**src/rtl/fp_mul_param_seq.sv**
```systemverilog
// Parametrised sequential floating-point multiplier: flush-to-zero inputs, shift-add significand core.
// Optional macro FP_MUL_RNE_EN selects round-to-nearest-even; otherwise results truncate toward zero.

module fp_mul_param_seq #(
  parameter int EXP_W      = 8,
  parameter int MAN_W      = 23,
  parameter int RADIX_BITS = 1
) (
  input  logic                 clk,
  input  logic                 rst,
  input  logic                 startFP,
  input  logic [EXP_W+MAN_W:0] Abus,
  input  logic [EXP_W+MAN_W:0] Bbus,
  output logic [EXP_W+MAN_W:0] Outbus,
  output logic                 doneFP,
  output logic                 busy,
  output logic [3:0]           flags
);
  localparam int W  = MAN_W + 1;
  localparam int N  = (W + RADIX_BITS - 1) / RADIX_BITS;
  localparam int MW = N * RADIX_BITS;
  localparam int CW = $clog2(N + 1);
  localparam int XW = EXP_W + 2;
  localparam int FW = EXP_W + MAN_W + 1;
  localparam logic [XW-1:0] BIAS = XW'((1 << (EXP_W - 1)) - 1);
  localparam logic [XW-1:0] EMAX = XW'((1 << EXP_W) - 1);
  localparam logic [FW-1:0] QNAN = {1'b0, {EXP_W{1'b1}}, 1'b1, {(MAN_W-1){1'b0}}};
  localparam logic [CW-1:0] LAST = CW'(N - 1);

  typedef enum logic [2:0] {IDLE, UNPACK, MUL, NORM, ROUND, DONE} state_t;

  state_t         state;
  logic [FW-1:0]  a_q, b_q;
  logic           sign_q;
  logic [XW-1:0]  exp_q;
  logic [2*W-1:0] mcand_q, prod_q;
  logic [MW-1:0]  mplier_q;
  logic [CW-1:0]  cnt_q;
  logic [W-1:0]   kept_q;
  logic           guard_q, sticky_q;

  logic             sa, sb;
  logic [EXP_W-1:0] ea, eb;
  logic [MAN_W-1:0] fa, fb;
  logic             a_zero, b_zero, a_inf, b_inf, a_nan, b_nan;

  assign {sa, ea, fa} = a_q;
  assign {sb, eb, fb} = b_q;
  assign a_zero = ~|ea;
  assign b_zero = ~|eb;
  assign a_inf  = (&ea) & ~|fa;
  assign b_inf  = (&eb) & ~|fb;
  assign a_nan  = (&ea) & |fa;
  assign b_nan  = (&eb) & |fb;

  logic          spec_hit, spec_inv;
  logic [FW-1:0] spec_out;

  always_comb begin
    spec_hit = 1'b1;
    spec_inv = 1'b0;
    spec_out = '0;
    if (a_nan | b_nan) begin
      spec_out = QNAN;
    end else if ((a_inf & b_zero) | (b_inf & a_zero)) begin
      spec_out = QNAN;
      spec_inv = 1'b1;
    end else if (a_inf | b_inf) begin
      spec_out = {sa ^ sb, {EXP_W{1'b1}}, {MAN_W{1'b0}}};
    end else if (a_zero | b_zero) begin
      spec_out = {sa ^ sb, {(FW-1){1'b0}}};
    end else begin
      spec_hit = 1'b0;
    end
  end

  // Partial product for the RADIX_BITS multiplier bits retired this cycle.
  logic [2*W-1:0] pp;

  always_comb begin
    pp = '0;
    for (int unsigned i = 0; i < RADIX_BITS; i++) begin
      if (mplier_q[i]) pp = pp + (mcand_q << i);
    end
  end

  logic [W-1:0] norm_kept;
  logic         norm_guard, norm_sticky, norm_inc;

  always_comb begin
    if (prod_q[2*W-1]) begin
      norm_kept   = prod_q[2*W-1:W];
      norm_guard  = prod_q[W-1];
      norm_sticky = |prod_q[W-2:0];
      norm_inc    = 1'b1;
    end else begin
      norm_kept   = prod_q[2*W-2:W-1];
      norm_guard  = prod_q[W-2];
      norm_sticky = |prod_q[W-3:0];
      norm_inc    = 1'b0;
    end
  end

  logic [XW-1:0]    exp_r;
  logic [MAN_W-1:0] frac_r;
  logic             inexact_r, ovf_r, unf_r;
  logic             unused_bits;

`ifdef FP_MUL_RNE_EN
  logic         round_up;
  logic [W:0]   sum_r;

  // A carry out leaves sum_r[W-1:0] all zero, so the fraction clears on its own.
  assign round_up    = guard_q & (sticky_q | kept_q[0]);
  assign sum_r       = {1'b0, kept_q} + (W+1)'(round_up);
  assign exp_r       = exp_q + XW'(sum_r[W]);
  assign frac_r      = sum_r[MAN_W-1:0];
  assign unused_bits = sum_r[W-1];
`else
  assign exp_r       = exp_q;
  assign frac_r      = kept_q[MAN_W-1:0];
  assign unused_bits = kept_q[W-1];
`endif

  assign inexact_r = guard_q | sticky_q;
  assign ovf_r     = ~exp_r[XW-1] & (exp_r >= EMAX);
  assign unf_r     = exp_r[XW-1] | (exp_r == '0);

  always_ff @(posedge clk or posedge rst) begin
    if (rst) begin
      state    <= IDLE;
      Outbus   <= '0;
      flags    <= '0;
      doneFP   <= 1'b0;
      busy     <= 1'b0;
      a_q      <= '0;
      b_q      <= '0;
      sign_q   <= 1'b0;
      exp_q    <= '0;
      mcand_q  <= '0;
      prod_q   <= '0;
      mplier_q <= '0;
      cnt_q    <= '0;
      kept_q   <= '0;
      guard_q  <= 1'b0;
      sticky_q <= 1'b0;
    end else begin
      doneFP <= 1'b0;
      case (state)
        IDLE: begin
          if (startFP) begin
            a_q   <= Abus;
            b_q   <= Bbus;
            busy  <= 1'b1;
            state <= UNPACK;
          end
        end
        UNPACK: begin
          sign_q <= sa ^ sb;
          if (spec_hit) begin
            Outbus <= spec_out;
            flags  <= {spec_inv, 3'b000};
            state  <= DONE;
          end else begin
            exp_q    <= XW'(ea) + XW'(eb) - BIAS;
            mcand_q  <= (2*W)'({1'b1, fa});
            mplier_q <= MW'({1'b1, fb});
            prod_q   <= '0;
            cnt_q    <= '0;
            state    <= MUL;
          end
        end
        MUL: begin
          prod_q   <= prod_q + pp;
          mcand_q  <= mcand_q << RADIX_BITS;
          mplier_q <= mplier_q >> RADIX_BITS;
          cnt_q    <= cnt_q + CW'(1);
          if (cnt_q == LAST) state <= NORM;
        end
        NORM: begin
          kept_q   <= norm_kept;
          guard_q  <= norm_guard;
          sticky_q <= norm_sticky;
          exp_q    <= exp_q + XW'(norm_inc);
          state    <= ROUND;
        end
        ROUND: begin
          if (ovf_r) begin
            Outbus <= {sign_q, {EXP_W{1'b1}}, {MAN_W{1'b0}}};
            flags  <= 4'b0101;
          end else if (unf_r) begin
            Outbus <= {sign_q, {(FW-1){1'b0}}};
            flags  <= 4'b0011;
          end else begin
            Outbus <= {sign_q, exp_r[EXP_W-1:0], frac_r};
            flags  <= {3'b000, inexact_r};
          end
          state <= DONE;
        end
        DONE: begin
          doneFP <= 1'b1;
          busy   <= 1'b0;
          state  <= IDLE;
        end
        default: state <= IDLE;
      endcase
    end
  end

endmodule
```
**config.mk**
```make
export PLATFORM = sky130hd
export DESIGN_NAME = fp_mul_param_seq
export DESIGN_NICKNAME = d
export VERILOG_FILES = /design/src/rtl/fp_mul_param_seq.sv
export SDC_FILE = /design/constraint.sdc
export NUM_CORES = 1
export LEC_CHECK = 0
export CAP_MARGIN = 20
export CELL_PAD_IN_SITES_DETAIL_PLACEMENT = 0
export CELL_PAD_IN_SITES_GLOBAL_PLACEMENT = 1
export CORE_ASPECT_RATIO = 0.6
export CORE_MARGIN = 5
export CORE_UTILIZATION = 35
export DETAILED_ROUTE_END_ITERATION = 8
export PLACE_DENSITY_LB_ADDON = 0.1
export REMOVE_ABC_BUFFERS = 1
export SYNTH_ARGS = -nofsm -noshare
export SYNTH_HDL_FRONTEND = slang
export SYNTH_SLANG_ARGS = --single-unit
```
**constraint.sdc**
```tcl
create_clock -name clk -period 15.7 [get_ports clk]
set_input_delay 4.71 -clock clk [delete_from_list [all_inputs] [get_ports clk]]
set_output_delay 4.71 -clock clk [all_outputs]
set_load 0.02 [all_outputs]
```
Word level (Yosys, flattened, before mapping). Index checks and enable logic that the tools add are counted.

Word-level logic and storage cells: 111. Output and inout port bits: 38. Input bits: 67. Register bits after elaboration: 266.

Bitwise gates (word level): 15. $lt $le $gt $ge: 1. Multiplexer cells: 40. Equality and inequality tests: 10. Reduce and logical (&&, ||, !) cells: 24. $add $sub $neg: 5.

Operators by type and width (count): one-hot mux 48 bit (2 select lines) (2); two-way mux 32 bit (5); two-way mux 48 bit (3); OR reduction 23 bit (3); one-hot mux 32 bit (2 select lines) (1); two-way mux 31 bit (2); adder 48 bit (1); one-hot mux 24 bit (2 select lines) (1); two-way mux 24 bit (1); two-way mux 23 bit (1); OR reduction 22 bit (1); one-hot mux 10 bit (2 select lines) (1); AND reduction 8 bit (2); OR reduction 8 bit (2); one-hot mux 3 bit (5 select lines) (1); two-way mux 3 bit (4); AND reduction 2 bit (6); two-way mux 1 bit (11); adder 10 x 1 -> 10 bit (1); greater-or-equal comparator 10 x 8 -> 1 bit (second input constant) (1); logical NOT 10 bit (1); two-way mux 10 bit (1); one-hot mux 5 bit (2 select lines) (1); subtractor 9 x 7 -> 10 bit (second input constant) (1); other kinds (19) (41).

Logic depth before layout (Yosys ltp).
Word-level depth: 9. Depth in mapped cells: 14. Gate-level depth less buffers: 14.

Worst setup path before layout. OpenSTA, ideal clock, no wires.

Path type: input port to flip-flop. Start: input port startFP. End: register b_q[0]. Data arrival time: 6.152 ns. Stages on the path: 4. Path buffers: 2. Data required time: 15.575 ns. Path slack: 9.423 ns. Path through: nor4b_1 > buf_2 > clkbuf_1 > mux2_2.

Cells in the longest elaborated chain, start to end: 1.

Ends and longest elaborated chain: start: declaration (line 11) `input logic startFP,`; AND reduction 2 bit (no line); end signal: assignment (line 153) `b_q <= Bbus;`; end: declaration (line 33) `logic [FW-1:0] a_q, b_q;`.

No other way between the ends. A chain may end at the register's enable or synchronous reset.

Worst setup path in the final report.
Start: input port startFP. End: register a_q[21].

Cells in the longest elaborated chain, start to end: 1.

Ends and longest elaborated chain: AND reduction 2 bit (no line); end signal: assignment (line 152) `a_q <= Abus;`; end: declaration (line 33).

No other way between the ends.

==> summary.md <==
| Metric | Value |
|---|---|
| Status | `complete, no violations` |
| Fmax | `156.6 MHz` |
| Final setup viols | `0` |
| Core area | `40510 sq um` |
| Critical Path AT | `6.83 ns` |
| Syn avg cell area | `9.462 sq um` |
| Initial DRC count | `751` |
| Die Ht | `166.9 microns` |
| Max stage delay on crit path | `0.73 ns` |
| Total die area | `45290 sq um` |
| Pin count of the biggest net entering global routing | `139` |
| RSZ-0062 raised after global routing | `no` |
| Area Overhead vs Synth | `16.53%` |
| Setup Fix Bufs, Post-CTS | `0` |
| Clock Tree Buf Depth | `3` |
| Initial antenna violation count | `0` |
| Required time of the critical path | `16.15 ns` |
| Worst skew pair latency | `0.58 ns` |
| Fraction of registers with async set/reset | `100.0%` |
| PD cells | `199.1 nW/um^2` |
| Most frequent cells in the layout | `dfrtp_1 (266), nand2_1 (265), o21ai_0 (142)` |
| Power Total | `3.330 mW` |
| GR Util met2 | `23.53%` |
| DR DRC count | `0` |
| Ant. Diodes | `0` |
| Grt met1 use | `27.94%` |
| Final hold violation count | `0` |
| Main synth FF type | `dfrtp_1` |
| CP startpoint kind | `primary input` |
| First-pass GRT wire length | `63.45 mm` |
| Clock-pin slew on the worst setup and hold paths | `0.06 ns` |
| Layout Cells excl Fill | `2125` |
| Slowest-stage cell, CP | `buf_4` |
| Actual slew at the worst max-slew pin | `1.037 ns` |
| Fin nets | `1707` |
| Number of CTS-inserted buffers | `29` |
| Root Driver | `clkbuf_16` |
| Yosys top cell by area | `dfrtp_1` |
| CP cell instances | `clkdlybuf4s50_1 -> nor4b_2 -> buf_4 -> mux2_2` |
| Minimum clock period | `6.385 ns` |
| M3 GR Usage | `2.675%` |
| PostCTS Resize Cnt | `0` |
| Post-synth EDFFs | `0` |
| Min-delay worst type | `register to register` |
| Vias in the first global route | `11070` |
| Static leakage | `7.241 nW` |
| Max rail drop VDD | `79.01 uV` |
| YS warnings | `0` |
| Initial core utilization | `35.43%` |
| Die Width | `271.4 microns` |
| DRT Wirelength | `38.65 mm` |
| Max Cap Viol | `0` |
| Hold-fix buffers at CTS | `0` |
| Most common cell after layout, fill and taps aside | `dfrtp_1` |
| Post-DP HPWL | `26.47 mm` |
| Dpl cells | `2073` |
| Slew HR | `30.90%` |
| Antenna Nets Post-Route | `0` |
| Seq/Total Area, Yosys | `46.37%` |
| Routed vias/inst | `5.267` |
| H-tree levels | `1` |
| Share of the synthesized area in the top cell type | `46.37%` |
| Router iterations before antenna repair | `6` |
| Layer with the highest usage | `met1` |
| Fin Setup TNS | `0 ns` |
| Row count | `57` |
| Crit-path max FO | `66` |
| IO Port Bufs | `104` |
| CTS tree | `built` |
| TritonCTS Sinks | `266` |
| Grt total ovfl | `0` |
| Gp weighted congestion | `0.8084` |
| Routed len/inst | `18.19 microns` |
| CP endpoint kind | `register` |
| Kind of critical path | `primary input to register` |
| Gr usage total | `16.99%` |
| Largest cells by area after synthesis | `dfrtp_1 (46%), nand2_1 (6.9%), ha_1 (5.7%)` |
| Clk_skew | `0.02313 ns` |
| Syn Std Cell Area | `14350 sq um` |
| Cell count after synthesis | `1517` |
| Count of cell types in the netlist | `73` |
| Final Cycle Share | `40.67%` |
| Final Max Tran Viols | `0` |
| Via count | `11190` |
| Layout cells sized above 1 | `9.849%` |
| I/O pin cnt | `105` |
| Synth Register Bits | `266` |
## power by group
part           internal [mW]  switching (mW)  total, mW
logic                  0.593           0.881       1.47
registers              0.946           0.223       1.17
clock network          0.396           0.293      0.688
total                   1.93            1.40       3.33
## synthesized netlist by cell type (23+ instances only)
cell type  number
nand3_1        48
inv_1          23
xor2_1         26
a22o_1         25
a21oi_1        62
ha_1           65
xnor2_1        28
nor2_1         90
mux2_2         60
nand2_1       265
a31oi_1        54
dfrtp_1       266
o21ai_0       142
mux2i_1        25
clkbuf_1       64
and2_1         52
## cell families (layout without fill, tap and decap cells)
group                      after synthesis  count (layout)  synth area share [%]
buffers and inverters                  114             191                 3.591
DFF                                    266             266                 46.37
and+or+nand+nor                        544             544                 17.21
xor gates and xnor gates                54              54                 3.295
AOI/OAI and AO/OA                      387             387                 17.14
adders and majority gates               67              67                 5.945
muxes                                   85              85                 6.451
## sequential cells by signal, summed over array words and instances (netlist names)
| name | cells |
|---|---|
| sticky_q | 1 |
| doneFP | 1 |
| guard_q | 1 |
| b_q | 32 |
| a_q | 32 |
| state | 3 |
| busy | 1 |
| flags | 4 |
| sign_q | 1 |
| cnt_q | 5 |
| exp_q | 10 |
| kept_q | 23 |
| mcand_q | 48 |
| prod_q | 48 |
| Outbus | 32 |
| mplier_q | 24 |
## path summary, 6_finish.rpt
path	from	to	slack, ns	cells past startpoint
max in group asynchronous	rst	Outbus[18]	9.65	3
min in group asynchronous	rst	a_q[1]	4.67	2
worst max-delay path	startFP	a_q[21]	9.32	4
worst min register to register	kept_q[14]	kept_q[14]	0.48	2
worst max register to register	mplier_q[0]	prod_q[34]	11.95	13
worst min-delay path	kept_q[14]	kept_q[14]	0.48	2
## cell type report
cell class / count / area [sq um]
Timing Repair Buffer: 116 / 1164
Tap cell: 531 / 664.4
Sequential cell: 266 / 6656
Inverter: 23 / 93.84
Multi-Input combinational cell: 1137 / 7211
Fill cell: 4011 / 23780
Clock inverter: 12 / 120.1
Clock buffer: 40 / 817.0
## critical path: cells and delay by family
| family | cells | cell delay (ns) |
|---|---|---|
| buf+inv | 2 | 1.23 |
| mux | 1 | 0.41 |
| simple gates | 1 | 0.38 |
## stage by stage
step	hold slack, ns	util (%)	setup WS, ns	instance area, sq um
floorplan	0.4477	-	3.405	13920
global placement	0.4605	38.91	8.774	15760
detailed placement	0.4694	38.98	8.703	15790
CTS	0.4829	41.29	9.308	16730
global route	0.5007	41.29	9.248	16730
finish	0.4766	41.29	9.315	16730
## routing by layer
layer | wire, microns | part of all wire, %
met1 | 21480 | 56
met2 | 15240 | 39
met3 | 1353 | 3.5
met4 | 573 | 1.5
met5 | 0 | 0
(Power assumes the default switching activity.)
